`config.mk`:
```
export PLATFORM = sky130hd
export DESIGN_NAME = seg7_scan_driver
export DESIGN_NICKNAME = d
export VERILOG_FILES = /design/src/rtl/seg7_pkg.sv /design/src/rtl/refresh_tick_gen.sv /design/src/rtl/seg7_scan_driver.sv
export SDC_FILE = /design/constraint.sdc
export NUM_CORES = 1
export LEC_CHECK = 0
export BUFFER_PORTS_ARGS = -buffer_cell sky130_fd_sc_hd__buf_2
export CAP_MARGIN = 20
export CORE_MARGIN = 2
export CORE_UTILIZATION = 58
export DETAILED_ROUTE_END_ITERATION = 10
export PLACE_DENSITY = 0.79
export SYNTH_ARGS = -nofsm -noshare
export SYNTH_HDL_FRONTEND = slang
export SYNTH_SLANG_ARGS = --single-unit
export TNS_END_PERCENT = 30
```
`constraint.sdc`:
```
create_clock -name CLK -period 2.8 [get_ports CLK]
set_input_delay 0.56 -clock CLK [delete_from_list [all_inputs] [get_ports CLK]]
set_output_delay 0.56 -clock CLK [all_outputs]
set_load 0.05 [all_outputs]
```
`src/rtl/seg7_pkg.sv`:
```
// seg7_pkg
// Shared constants and types for the 4-digit 7-segment display path.
//   SEG7_DIGITS              - number of multiplexed digits
//   SEG7_NIBBLE_W            - bits per displayed digit value
//   SEG7_REFRESH_DIV_DEFAULT - default clock cycles per digit (100 MHz -> 1 kHz)
//   seg7_idx_t               - digit index type
package seg7_pkg;

  localparam int SEG7_DIGITS              = 4;
  localparam int SEG7_NIBBLE_W            = 4;
  localparam int SEG7_REFRESH_DIV_DEFAULT = 100000;

  typedef logic [1:0] seg7_idx_t;

endpackage : seg7_pkg

```
`src/rtl/refresh_tick_gen.sv`:
```
// refresh_tick_gen
// Free-running prescaler that counts 0..REFRESH_DIV-1 and wraps. o_tick is
// high (combinationally) during the last count of each period, so a consumer
// that advances on o_tick changes state once every REFRESH_DIV edges.
// Ports:
//   i_clk  - clock
//   i_rst  - asynchronous active-high reset (counter to 0)
//   o_tick - one-cycle-wide strobe, high while the counter is at REFRESH_DIV-1
module refresh_tick_gen #(
  parameter int REFRESH_DIV = 100000
) (
  input  logic i_clk,
  input  logic i_rst,
  output logic o_tick
);

  localparam int CNT_W = $clog2(REFRESH_DIV);
  localparam logic [CNT_W-1:0] LAST = CNT_W'(REFRESH_DIV - 1);

  logic [CNT_W-1:0] r_cnt;
  logic             w_tick;

  assign w_tick = (r_cnt == LAST);
  assign o_tick = w_tick;

  always_ff @(posedge i_clk or posedge i_rst) begin
    if (i_rst) begin
      r_cnt <= '0;
    end else if (w_tick) begin
      r_cnt <= '0;
    end else begin
      r_cnt <= r_cnt + CNT_W'(1);
    end
  end

endmodule : refresh_tick_gen

```
`src/rtl/seg7_scan_driver.sv`:
```
// seg7_scan_driver
// Time-multiplexing scan driver for a 4-digit 7-segment display. Steps the
// active digit every REFRESH_DIV cycles and presents index, nibble and dot to
// the downstream decoder. Loaded values are held pending and only swapped into
// the displayed registers at a frame boundary (tick while digit 3 is active),
// so a frame never mixes old and new digits.
// Ports:
//   CLK            - clock
//   RESET          - asynchronous active-high reset
//   DATA_IN[15:0]  - value; nibble n drives digit n (digit 0 rightmost)
//   DOTS_IN[3:0]   - decimal points; bit n drives digit n, 1 = lit
//   LOAD_IN        - one-cycle capture strobe for DATA_IN/DOTS_IN
//   SEG_SELECT_OUT - active digit index
//   BIN_OUT[3:0]   - nibble of the active digit
//   DOT_OUT        - dot of the active digit
//   FRAME_OUT      - one-cycle pulse after each wrap from digit 3 to digit 0
//
// LOAD_IN protocol: there is no ready/backpressure. Every cycle with LOAD_IN
// high is a complete load; a later load before the boundary replaces an
// earlier one, and a load in the boundary cycle itself is shown immediately.
module seg7_scan_driver
  import seg7_pkg::*;
#(
  parameter int REFRESH_DIV = SEG7_REFRESH_DIV_DEFAULT
) (
  input  logic        CLK,
  input  logic        RESET,
  input  logic [15:0] DATA_IN,
  input  logic [3:0]  DOTS_IN,
  input  logic        LOAD_IN,
  output logic [1:0]  SEG_SELECT_OUT,
  output logic [3:0]  BIN_OUT,
  output logic        DOT_OUT,
  output logic        FRAME_OUT
);

  logic        w_tick;
  logic        w_boundary;
  seg7_idx_t   w_dig_next;
  logic [15:0] w_show_data_next;
  logic [3:0]  w_show_dots_next;
  logic [15:0] w_pend_data_next;
  logic [3:0]  w_pend_dots_next;
  logic        w_pend_vld_next;
  logic [3:0]  w_bin_next;
  logic        w_dot_next;

  seg7_idx_t   r_dig;
  logic [15:0] r_show_data;
  logic [3:0]  r_show_dots;
  logic [15:0] r_pend_data;
  logic [3:0]  r_pend_dots;
  logic        r_pend_vld;
  logic [3:0]  r_bin;
  logic        r_dot;
  logic        r_frame;

  refresh_tick_gen #(
    .REFRESH_DIV(REFRESH_DIV)
  ) u_tick (
    .i_clk (CLK),
    .i_rst (RESET),
    .o_tick(w_tick)
  );

  always_comb begin
    w_boundary       = w_tick && (r_dig == seg7_idx_t'(SEG7_DIGITS - 1));
    w_dig_next       = w_tick ? r_dig + seg7_idx_t'(1) : r_dig;
    w_show_data_next = r_show_data;
    w_show_dots_next = r_show_dots;
    w_pend_data_next = r_pend_data;
    w_pend_dots_next = r_pend_dots;
    w_pend_vld_next  = r_pend_vld;

    if (LOAD_IN && w_boundary) begin
      // Load lands exactly on the frame edge: bypass the pending stage.
      w_show_data_next = DATA_IN;
      w_show_dots_next = DOTS_IN;
      w_pend_vld_next  = 1'b0;
    end else if (w_boundary && r_pend_vld) begin
      w_show_data_next = r_pend_data;
      w_show_dots_next = r_pend_dots;
      w_pend_vld_next  = 1'b0;
    end else if (LOAD_IN) begin
      w_pend_data_next = DATA_IN;
      w_pend_dots_next = DOTS_IN;
      w_pend_vld_next  = 1'b1;
    end

    // Outputs are fed from next-state values so index, nibble and dot all
    // change on the same edge.
    w_bin_next = w_show_data_next[SEG7_NIBBLE_W*w_dig_next +: SEG7_NIBBLE_W];
    w_dot_next = w_show_dots_next[w_dig_next];
  end

  always_ff @(posedge CLK or posedge RESET) begin
    if (RESET) begin
      r_dig       <= '0;
      r_show_data <= '0;
      r_show_dots <= '0;
      r_pend_data <= '0;
      r_pend_dots <= '0;
      r_pend_vld  <= 1'b0;
      r_bin       <= '0;
      r_dot       <= 1'b0;
      r_frame     <= 1'b0;
    end else begin
      r_dig       <= w_dig_next;
      r_show_data <= w_show_data_next;
      r_show_dots <= w_show_dots_next;
      r_pend_data <= w_pend_data_next;
      r_pend_dots <= w_pend_dots_next;
      r_pend_vld  <= w_pend_vld_next;
      r_bin       <= w_bin_next;
      r_dot       <= w_dot_next;
      r_frame     <= w_boundary;
    end
  end

  assign SEG_SELECT_OUT = r_dig;
  assign BIN_OUT        = r_bin;
  assign DOT_OUT        = r_dot;
  assign FRAME_OUT      = r_frame;

endmodule : seg7_scan_driver

```
==> summary.txt, run 1 <==
Status
  – Status: completed

Timing
  – Unrepaired setup endpoints after global routing: no
  – Worst Skew: 0.00688 ns
  – Max Slew Vio Count: 0
  – Setup WS post-layout: ~0.12 ns
  – Setup-failing EPs final: 0
  – Period utilisation layout: 0.958
  – Post-route setup TNS: 0 ns
  – Slew margin rel.: 0.358
  – Fmax: approximately 370 MHz
  – Period minus WS final: roughly 2.7 ns
  – Hold Fails Final Rpt: 0
  – Least-Margin Pin Slew: a little under 1 ns

Setup path
  – CP startpoint kind: register
  – Cells along the critical path: or4b_2 -> nor4_4 -> buf_12 -> nand3_4 -> o221a_2 -> a22o_1 -> a221o_1
  – Worst path depth: 7
  – R2R cell count: 7
  – Flop-to-flop setup slack: 0.12 ns
  – CP arrival: about 2.9 ns
  – Setup crit start: u_tick.r_cnt[12]
  – Crit Path Class: register to register
  – FF-to-FF Start: u_tick.r_cnt[12]
  – Crit-path max cell delay: around 0.73 ns
  – CP Capture Type: register
  – Crit-path leading delay family: simple AND/OR/NAND/NOR gates
  – Slowest CP cell: or4b_2
  – Worst Path Required: between 3 and 4 ns
  – WP buf/inv: 1
  – Crit path max fanout: 11

Logic synthesis
  – Top cells by area, synth: dfrtp_1 (55%), mux2_2 (6.0%), nor2_1 (5.7%)
  – Netlist Area Pre-Place: roughly 3000 um^2
  – Synth area leader: dfrtp_1
  – Yosys warning total: 0
  – Seq/Total Area, Yosys: 0.547
  – Synth async-reset ratio: 1.00
  – Yosys top cell area share: 0.547
  – Largest family of logic cells by synthesized area: compound AO/OA/AOI/OAI gates
  – Post-Synth Simple-Gate Area: 0.147
  – Main synth FF type: dfrtp_1
  – Post-synthesis instance total: about 270
  – Post-synthesis mux area share: 0.0779
  – Library cells used by synthesis: 43
  – EDFF count, synth: 0
  – Synth Net Count: 290
  – Synth Area in Compound Gates: 0.148
  – Xor/xnor share of the synthesized area: 0.0431
  – Post-synthesis adder-cell area fraction: 0.00829
  – Mapped Avg Cell Area: ~11 um^2
  – FF+latch count, synth: 66

Placed design
  – Place WS: 0.0790 ns
  – Placed Instances: approximately 360
  – Count of input and output buffers: 30
  – Half-perimeter wire length after placement: about 4600 um
  – Final Wtd Congestion: a little over 0.8

Cells and area
  – Layout cells sized above 1: 0.324
  – Area growth syn-to-layout: 15.9%
  – Nets: approximately 330
  – Most frequent cells in the layout: dfrtp_1 (66), nor2_1 (45), buf_2 (30)
  – Multi-input gate area: 1280 um^2
  – Commonest non-fill, non-tap cell in the layout: dfrtp_1
  – Fin cells: approximately 380
  – Diode count: 0
  – Final core occ: 0.690
  – Total of fill cells in the finished design: 391
  – Register area: about 1700 um^2

GRT
  – Vias in the first global route: 2231
  – Initial antenna violation count: 0
  – Global-route wire length before repair: ~11000 um
  – Global-route usage over all layers: 0.251
  – Largest net degree at the start of global routing: 35
  – Remaining Overflow, GRT: 0

Route
  – Drt first pass iters: 4
  – DRT Wirelength: 6630 um
  – DR vias: 2289
  – Routed vias/inst: 6.04
  – DRT antenna net count: 0
  – WL/cell: 17.5 um
  – DR DRC count: 0
  – Iteration-0 DRC Markers: roughly 200

Die
  – Die Footprint: between 5000 and 6000 um^2
  – FP Rows: 26
  – Die width: 76.2 um
  – Die Span Y: 76.2 um
  – Starting Density: 0.595
  – Total core area: about 5000 um^2
  – Num ports: 31

Clocking
  – H-tree levels: 3
  – CTS max path bufs: 2
  – CTS buffer count: 9
  – Cts hold-fix bufs: 0
  – Setup Buffers After CTS: 0
  – CTS root buffer: clkbuf_8
  – Post-CTS Resized: 0
  – Reg clk slew, reported paths: roughly 0.07 ns
  – CTS sink cnt: 66
  – Clock Latency Late Sink: ~0.35 ns
  – CTS tree: built

Power
  – P per Cell Area: about 540 nW/um^2
  – Pleak: 1.64 nW
  – VDD IR max: 0.000451 V
  – Total power: between 1.5 and 2 mW

Job
  – Max-cap violations: 0

Worst hold path
  – Hold/Removal Path Class: input pin to asynchronous set/reset pin
## through the flow
stage	instance area (um^2)	hold slack, ns
after floorplan	3020	0.448
after global routing	3500	0.374
final	3500	0.316
after CTS	3500	0.341
after global placement	3300	0.471
after detailed placement	3300	0.473
## cell usage after synthesis (3+ instances only)
library cell and number:
o32ai_1 4, nand4_1 4, buf_2 7, a31oi_1 17
xor2_1 5, nor2b_1 3, clkbuf_1 6, nor2_1 46
nand2_1 12, o22ai_1 4, mux2_2 16, xnor2_1 8
mux2_1 4, nand3_1 5, a22oi_1 6, and3_1 3
o221a_2 14, dfrtp_1 66, inv_1 4
## layout make-up
cell class	count	share of cell area
inverter	5	0.00572
timing repair buffer	42	0.0758
multi-input combinational	180	0.366
clock inverter	7	0.0200
sequential	66	0.472
clock buffer	9	0.0354
tap	70	0.0250
## state kept, by name (all words and copies together) (netlist names)
| register | count |
|---|---|
| BIN_OUT | 4 |
| DOT_OUT | 1 |
| FRAME_OUT | 1 |
| SEG_SELECT_OUT | 2 |
| r_pend_data | 16 |
| r_pend_dots | 4 |
| r_pend_vld | 1 |
| r_show_data | 16 |
| r_show_dots | 4 |
| u_tick.r_cnt | 17 |
## cell families (layout without fill, tap and decap cells)
logic type	Yosys count	in the layout
AOI/OAI and AO/OA	55	55
xor gates and xnor gates	14	14
adders and majority gates	2	2
buffers and inverters	19	63
DFF	66	66
muxes	21	21
and+or+nand+nor	88	88
## metal layers
layer | vias to the layer above | part of all wire | global-route usage
met1 | 1140 | 0.45 | 0.357
met3 | 15 | 0.057 | 0.0806
met2 | 80 | 0.47 | 0.371
li1 | 1054 | - | -
met5 | - | 0 | 0
met4 | 0 | 0.016 | 0.0855
## power breakdown
part | total, mW | internal [mW] | switching [mW]
Clock | 0.780 | 0.408 | 0.372
Sequential | 0.999 | 0.982 | 0.0166
Combinational | 0.0999 | 0.0454 | 0.0545
Total | 1.88 | 1.44 | 0.443
## final timing paths
path,end
max in group asynchronous,r_pend_data[13]
min,r_show_data[2]
min in group CLK,r_pend_data[2]
max,BIN_OUT[1]
min reg2reg,u_tick.r_cnt[0]
max reg2reg,BIN_OUT[1]
No activity file was read; power rests on OpenSTA's default activity.
==> inputs of run 2 (changes only) <==
CORE_MARGIN = 1   (was 2)
CORE_UTILIZATION = 54   (was 58)
PLACE_DENSITY = 0.74   (was 0.79)
==> run 2 against run 1 <==
  * Critical path depth is 1 higher
  * Clock power is 11% higher
  * Flip-flop and latch count stayed put
  * Non-clock buffer count is 6 higher
  * Final cell count is 1.6% higher
  * Global-route usage is 0.93 points lower
  * Setup slack better by 0.063 ns
  * Count of clock-buffer cells in the layout is 6 higher
  * Core utilization is 1.1 points lower
  * Via count is 1.7% lower
  * Highest routed layer unchanged
==> summary.txt, run 2 (synthesized netlist as in run 1, its figures left out) <==
Timing
  – Setup-failing EPs final: 0 (unchanged)
  – Unrepaired setup endpoints after global routing: no
  – Hold Fails Final Rpt: 0 (unchanged)
  – Worst Skew: 0.00863 ns (+0.00174 ns)
  – Period utilisation layout: 0.936 (-0.0226)
  – Max Slew Vio Count: 0 (unchanged)
  – Fmax: 382 MHz (+2.4%)
  – Setup WS post-layout: 0.180 ns (+0.0631 ns)
  – Slew margin rel.: 0.450 (+0.0923)
  – Period minus WS final: 2.62 ns (-0.0631 ns)
  – Post-route setup TNS: 0 ns (unchanged)
  – Least-Margin Pin Slew: 0.825 ns (-0.135 ns)
  – Min Hold Slack: 0.449 ns (+0.133 ns)

Placed design
  – Half-perimeter wire length after placement: 4240 um (-7.7%)
  – Place WS: 0.0875 ns (+0.00848 ns)
  – Final Wtd Congestion: 0.766 (-7.0%)
  – Count of input and output buffers: 30 (unchanged)

Route
  – DR DRC count: 0 (unchanged)
  – Drt first pass iters: 4 (unchanged)
  – DRT antenna net count: 0 (unchanged)
  – DR vias: 2250 (-1.7%)
  – DRT Wirelength: 6560 um (-1.0%)
  – Routed vias/inst: 5.84 (-3.2%)
  – Iteration-0 DRC Markers: 256 (+27%)
  – WL/cell: 17.0 um (-2.6%)

Die
  – Die Span Y: 76.8 um (+0.82%)
  – Total core area: 5240 um^2 (+3.2%)
  – Num ports: 31 (unchanged)
  – Starting Density: 0.577 (-0.0185)
  – FP Rows: 26 (unchanged)
  – Die width: 76.8 um (+0.82%)
  – Die Footprint: 5900 um^2 (+1.6%)

Power
  – Pleak: 1.68 nW (+2.1%)
  – P per Cell Area: 550 nW/um^2 (+2.6%)
  – VDD IR max: 0.000285 V (-37%)
  – Total power: 1.96 mW (+4.2%)

GRT
  – Global-route wire length before repair: 10900 um (-2.9%)
  – Remaining Overflow, GRT: 0 (unchanged)
  – Largest net degree at the start of global routing: 67 (+91%)
  – Initial antenna violation count: 0 (unchanged)
  – Vias in the first global route: 2233 (+0.090%)
  – Global-route usage over all layers: 0.242 (-0.00928)

Clocking
  – H-tree levels: 3 (unchanged)
  – Cts hold-fix bufs: 0 (unchanged)
  – CTS root buffer: clkbuf_8
  – CTS tree: built
  – CTS max path bufs: 2 (unchanged)
  – CTS buffer count: 9 (unchanged)
  – CTS sink cnt: 66 (unchanged)
  – Reg clk slew, reported paths: 0.07 ns (about the same)
  – Clock Latency Late Sink: 0.34 ns (about the same)

Setup path
  – Worst Path Required: 3.03 ns (about the same)
  – Cells along the critical path: or4b_4 -> nor4_4 -> buf_4 -> buf_12 -> nand3_4 -> o221a_2 -> a22o_1 -> a221o_1
  – CP startpoint kind: register
  – WP buf/inv: 2 (+1)
  – Crit-path max cell delay: 0.58 ns (-0.15 ns)
  – Crit-path leading delay family: simple AND/OR/NAND/NOR gates
  – Slowest CP cell: or4b_4
  – CP arrival: 2.85 ns (-0.06 ns)
  – Worst R2R End: BIN_OUT[3]
  – R2R cell count: 8 (+1)
  – CP Capture Type: register
  – Flop-to-flop setup slack: 0.18 ns (+0.06 ns)
  – Crit path max fanout: 13 (+2)
  – FF-to-FF Start: u_tick.r_cnt[12]
  – Worst path depth: 8 (+1)
  – Crit Path Class: register to register

Job
  – Max-cap violations: 0 (unchanged)

Cells and area
  – Commonest non-fill, non-tap cell in the layout: dfrtp_1
  – Final core occ: 0.679 (-0.0107)
  – Layout cells sized above 1: 0.327 (+0.00336)
  – Diode count: 0 (unchanged)
  – Max FFs per register: 17 (unchanged)
  – Area growth syn-to-layout: 17.8%
  – Nets: 335 (+1.8%)
  – Top Registers: u_tick.r_cnt: 17 flops, r_pend_data: 16 flops, r_show_data: 16 flops
  – Largest reg by FF count: u_tick.r_cnt
  – Most frequent cells in the layout: dfrtp_1 (66), nor2_1 (46), buf_2 (30)
  – Total of fill cells in the finished design: 409 (+4.6%)

Worst hold path
  – Hold/Removal Path Class: input pin to asynchronous set/reset pin

Status
  – Status: completed
[run 2: cell types whose count changed in the layout (fill, tap and decap cells not counted), sizes merged]
cell,before,now
clkinv,6,1
clkinvlp,1,0
buf,42,48
clkbuf,9,15
[run 2: area by class of cell]
class,instances,area (um^2),share of cell area
inverters,5,20.0,0.00563
flip-flops and latches,66,1650,0.464
clock buffers,15,186,0.0524
well taps,70,87.6,0.0246
clock inverters,1,30.0,0.00844
repair buffers,48,298,0.0837
multi-input cells,180,1280,0.361
[run 2: metal layers]
metal,up-vias,GRT usage,wire length (um)
li1,1058,-,-
met1,1117,0.329,3060
met2,65,0.368,3090
met3,10,0.0429,297
met4,0,0.133,116
met5,-,0,0
[run 2: stage by stage]
step           std cells  area (um^2)
2_1_floorplan        265         3020
3_3_place_gp         364         3300
3_5_place_dp         364         3300
4_1_cts              380         3520
5_1_grt              385         3560
6_report             385         3560
[run 2: worst max-delay path by stage]
stage	slack (ns)	end	startpoint
4_1_cts	0.07	BIN_OUT[3]	u_tick.r_cnt[12]
2_1_floorplan	0.40	BIN_OUT[3]	u_tick.r_cnt[5]
3_3_place_gp	0.12	BIN_OUT[3]	u_tick.r_cnt[12]
6_report	0.18	BIN_OUT[3]	u_tick.r_cnt[12]
5_1_grt	0.07	BIN_OUT[3]	u_tick.r_cnt[12]
3_5_place_dp	0.09	BIN_OUT[3]	u_tick.r_cnt[12]
[run 2: power breakdown]
group          internal (mW)  switching [mW]
Sequential             0.982          0.0150
Clock                  0.510           0.356
Combinational         0.0426          0.0526
[run 2: repair_timing]
item	4_1_cts	5_1_grt
endpoints found under the setup margin	0	5
gates resized for setup	0	1
setup buffers	0	5
[run 2: tightest hold or removal path, delay by kind of cell]
family	cells	cell delay (ns)
buf+inv	3	0.76
==> inputs of run 3 (changes only) <==
ABC_CLOCK_PERIOD_IN_PS = 2800   (was default)
PLACE_DENSITY = default   (was 0.74)
PLACE_DENSITY_LB_ADDON = 0.08   (was default)
==> run 3 against run 2 <==
  * Design area fell by 1.3%
  * First-iteration DRC count fell by 38%
  * Clock power fell by 13%
  * Critical path type unchanged
  * Critical endpoint is now BIN_OUT[1]
  * Highest routed layer unchanged
==> summary.txt, run 3 (synthesized netlist as in run 1, its figures left out) <==
Setup path
  – Crit-path max cell delay: 0.59 ns (about the same)
  – Worst R2R End: BIN_OUT[1]
  – FF-to-FF Start: u_tick.r_cnt[12]
  – CP arrival: 2.89 ns (+0.04 ns)
  – Cells along the critical path: or4b_4 -> nor4_4 -> buf_4 -> nand3_4 -> o221a_2 -> a22o_1 -> a221o_1
  – Crit Path Class: register to register
  – Worst Path Required: 3.02 ns (about the same)
  – Crit path max fanout: 10 (-3)
  – Flop-to-flop setup slack: 0.13 ns (-0.05 ns)
  – Slowest CP cell: or4b_4
  – CP Capture Type: register
  – CP startpoint kind: register
  – R2R cell count: 7 (-1)

Route
  – Drt first pass iters: 4 (unchanged)
  – Routed vias/inst: 5.82 (-0.33%)
  – Met1 WL: 3100 um (+1.4%)
  – Highest Signal Layer: met4
  – Iteration-0 DRC Markers: 158 (-38%)
  – DR DRC count: 0 (unchanged)
  – DRT Wirelength: 6680 um (+1.8%)
  – DRT antenna net count: 0 (unchanged)
  – DR vias: 2225 (-1.1%)
  – WL met2: 3150 um (+1.9%)
  – Met3 routed WL: 363 um (+22%)
  – WL/cell: 17.5 um (+2.6%)

Worst hold path
  – Hold/Removal Path Class: input pin to asynchronous set/reset pin

Cells and area
  – Diode count: 0 (unchanged)
  – Area growth syn-to-layout: 16.2%
  – Final core occ: 0.670 (-0.00908)
  – Final instance area: 3510 um^2 (-1.3%)
  – Max FFs per register: 17 (unchanged)
  – Layout cells sized above 1: 0.321 (-0.00647)
  – Most frequent cells in the layout: dfrtp_1 (66), nor2_1 (45), buf_2 (30)
  – Fin cells: 382 (-0.78%)
  – Commonest non-fill, non-tap cell in the layout: dfrtp_1
  – Nets: 332 (-0.90%)
  – Top Registers: u_tick.r_cnt: 17 flops, r_pend_data: 16 flops, r_show_data: 16 flops
  – Largest reg by FF count: u_tick.r_cnt
  – Total of fill cells in the finished design: 411 (+0.49%)

Power
  – Switching Fraction: 0.221 (+0.00526)
  – P per Cell Area: 525 nW/um^2 (-4.6%)
  – P_int: 1.44 mW (-6.5%)
  – Pleak: 1.65 nW (-1.7%)
  – Total power: 1.84 mW (-5.8%)
  – VDD IR max: 0.000450 V (+58%)
  – Flop pwr share: 0.541 (+0.032)
  – Clock power share: 0.408 (-0.034)
  – Comb pwr share: 0.051 (+0.002)
  – NetSw: 0.408 mW (-3.5%)

GRT
  – Largest net degree at the start of global routing: 27 (-60%)
  – Vias in the first global route: 2185 (-2.1%)
  – Global-route usage over all layers: 0.246 (+0.00363)
  – Remaining Overflow, GRT: 0 (unchanged)
  – Initial antenna violation count: 0 (unchanged)
  – Global-route wire length before repair: 11000 um (+0.63%)

Placed design
  – Place WS: 0.0942 ns (+0.00668 ns)
  – Area post-placement: 3290 um^2 (-0.38%)
  – Final Wtd Congestion: 0.797 (+4.1%)
  – Half-perimeter wire length after placement: 4470 um (+5.5%)
  – Placed Instances: 364 (unchanged)
  – Count of input and output buffers: 30 (unchanged)

Status
  – Status: completed

Clocking
  – Clock Latency Late Sink: 0.34 ns (about the same)
  – Reg clk slew, reported paths: 0.07 ns (about the same)
  – CTS tree: built
  – CTS max path bufs: 2 (unchanged)
  – CTS buffer count: 9 (unchanged)
  – CTS sink cnt: 66 (unchanged)
  – H-tree levels: 3 (unchanged)
  – CTS root buffer: clkbuf_8
  – Cts hold-fix bufs: 0 (unchanged)

Timing
  – Post-route setup TNS: 0 ns (unchanged)
  – Min Hold Slack: 0.261 ns (-0.188 ns)
  – Least-Margin Pin Slew: 0.551 ns (-0.274 ns)
  – Hold Fails Final Rpt: 0 (unchanged)
  – Fmax: 375 MHz (-1.7%)
  – Slew margin rel.: 0.632 (+0.182)
  – Max Slew Vio Count: 0 (unchanged)
  – Unrepaired setup endpoints after global routing: no
  – Setup WS post-layout: 0.134 ns (-0.0462 ns)
  – Period minus WS final: 2.67 ns (+0.0462 ns)
  – Setup-failing EPs final: 0 (unchanged)
  – Period utilisation layout: 0.952 (+0.0165)
  – Worst Skew: 0.00757 ns (-0.00106 ns)

Die
  – Total core area: 5240 um^2 (unchanged)
  – Num ports: 31 (unchanged)
  – Die width: 76.8 um (unchanged)
  – Starting Density: 0.577 (unchanged)
  – Die Footprint: 5900 um^2 (unchanged)
  – FP Rows: 26 (unchanged)
  – Die Span Y: 76.8 um (unchanged)

Job
  – Max-cap violations: 0 (unchanged)
-- run 3: cell count changes in the layout (fill, tap and decap cells not counted) --
cell and change:
clkinv_2 +2, buf_12 -1, nor2_4 +2, buf_4 -2
clkbuf_1 +2, clkbuf_8 -4, mux2i_1 -1, nor2_1 -1
nor2_2 -1, mux2i_4 +1
-- run 3: layout make-up --
class	count	area [um^2]	share of cell area
Clock buffer	13	139	0.0396
Clock inverter	3	40.0	0.0114
Inverter	5	20.0	0.00570
Multi-Input combinational cell	180	1310	0.373
Sequential cell	66	1650	0.471
Tap cell	70	87.6	0.0250
Timing Repair Buffer	45	263	0.0749
-- run 3: per-layer routing --
metal / track usage / vias up
li1: - / 1069
met1: 0.337 / 1095
met2: 0.367 / 55
met3: 0.0881 / 6
met4: 0.0692 / 0
met5: 0 / -
-- run 3: power by group through the flow --
stage,sequential [mW],combinational [mW],clock (mW)
5_1_grt,0.999,0.107,0.822
6_report,0.997,0.0948,0.752
3_3_place_gp,1.01,0.0948,0
2_1_floorplan,1.01,0.0597,0
4_1_cts,0.997,0.0976,0.768
3_5_place_dp,1.02,0.0975,0
-- run 3: repair_timing --
action	in CTS	in global routing
gates resized for setup	0	6
setup buffers	0	2
setup endpoints to repair	0	5
endpoints found under the hold margin	0	0
-- run 3: worst max path at each step --
stage / to / cells past startpoint / slack (ns) / start
final: BIN_OUT[1] / 7 / 0.13 / u_tick.r_cnt[12]
after global routing: BIN_OUT[1] / 7 / 0.08 / u_tick.r_cnt[12]
after CTS: BIN_OUT[1] / 7 / 0.08 / u_tick.r_cnt[12]
after detailed placement: BIN_OUT[1] / 7 / 0.09 / u_tick.r_cnt[12]
after global placement: BIN_OUT[1] / 7 / 0.14 / u_tick.r_cnt[12]
after floorplan: BIN_OUT[3] / 6 / 0.40 / u_tick.r_cnt[5]
-- run 3: worst max-delay path, delay by kind of cell, from the launching register on --
family,cells,cell delay [ns]
AOI/OAI and AO/OA,3,0.81
DFF,1,0.41
and+or+nand+nor,3,1.11
buffers and inverters,1,0.21
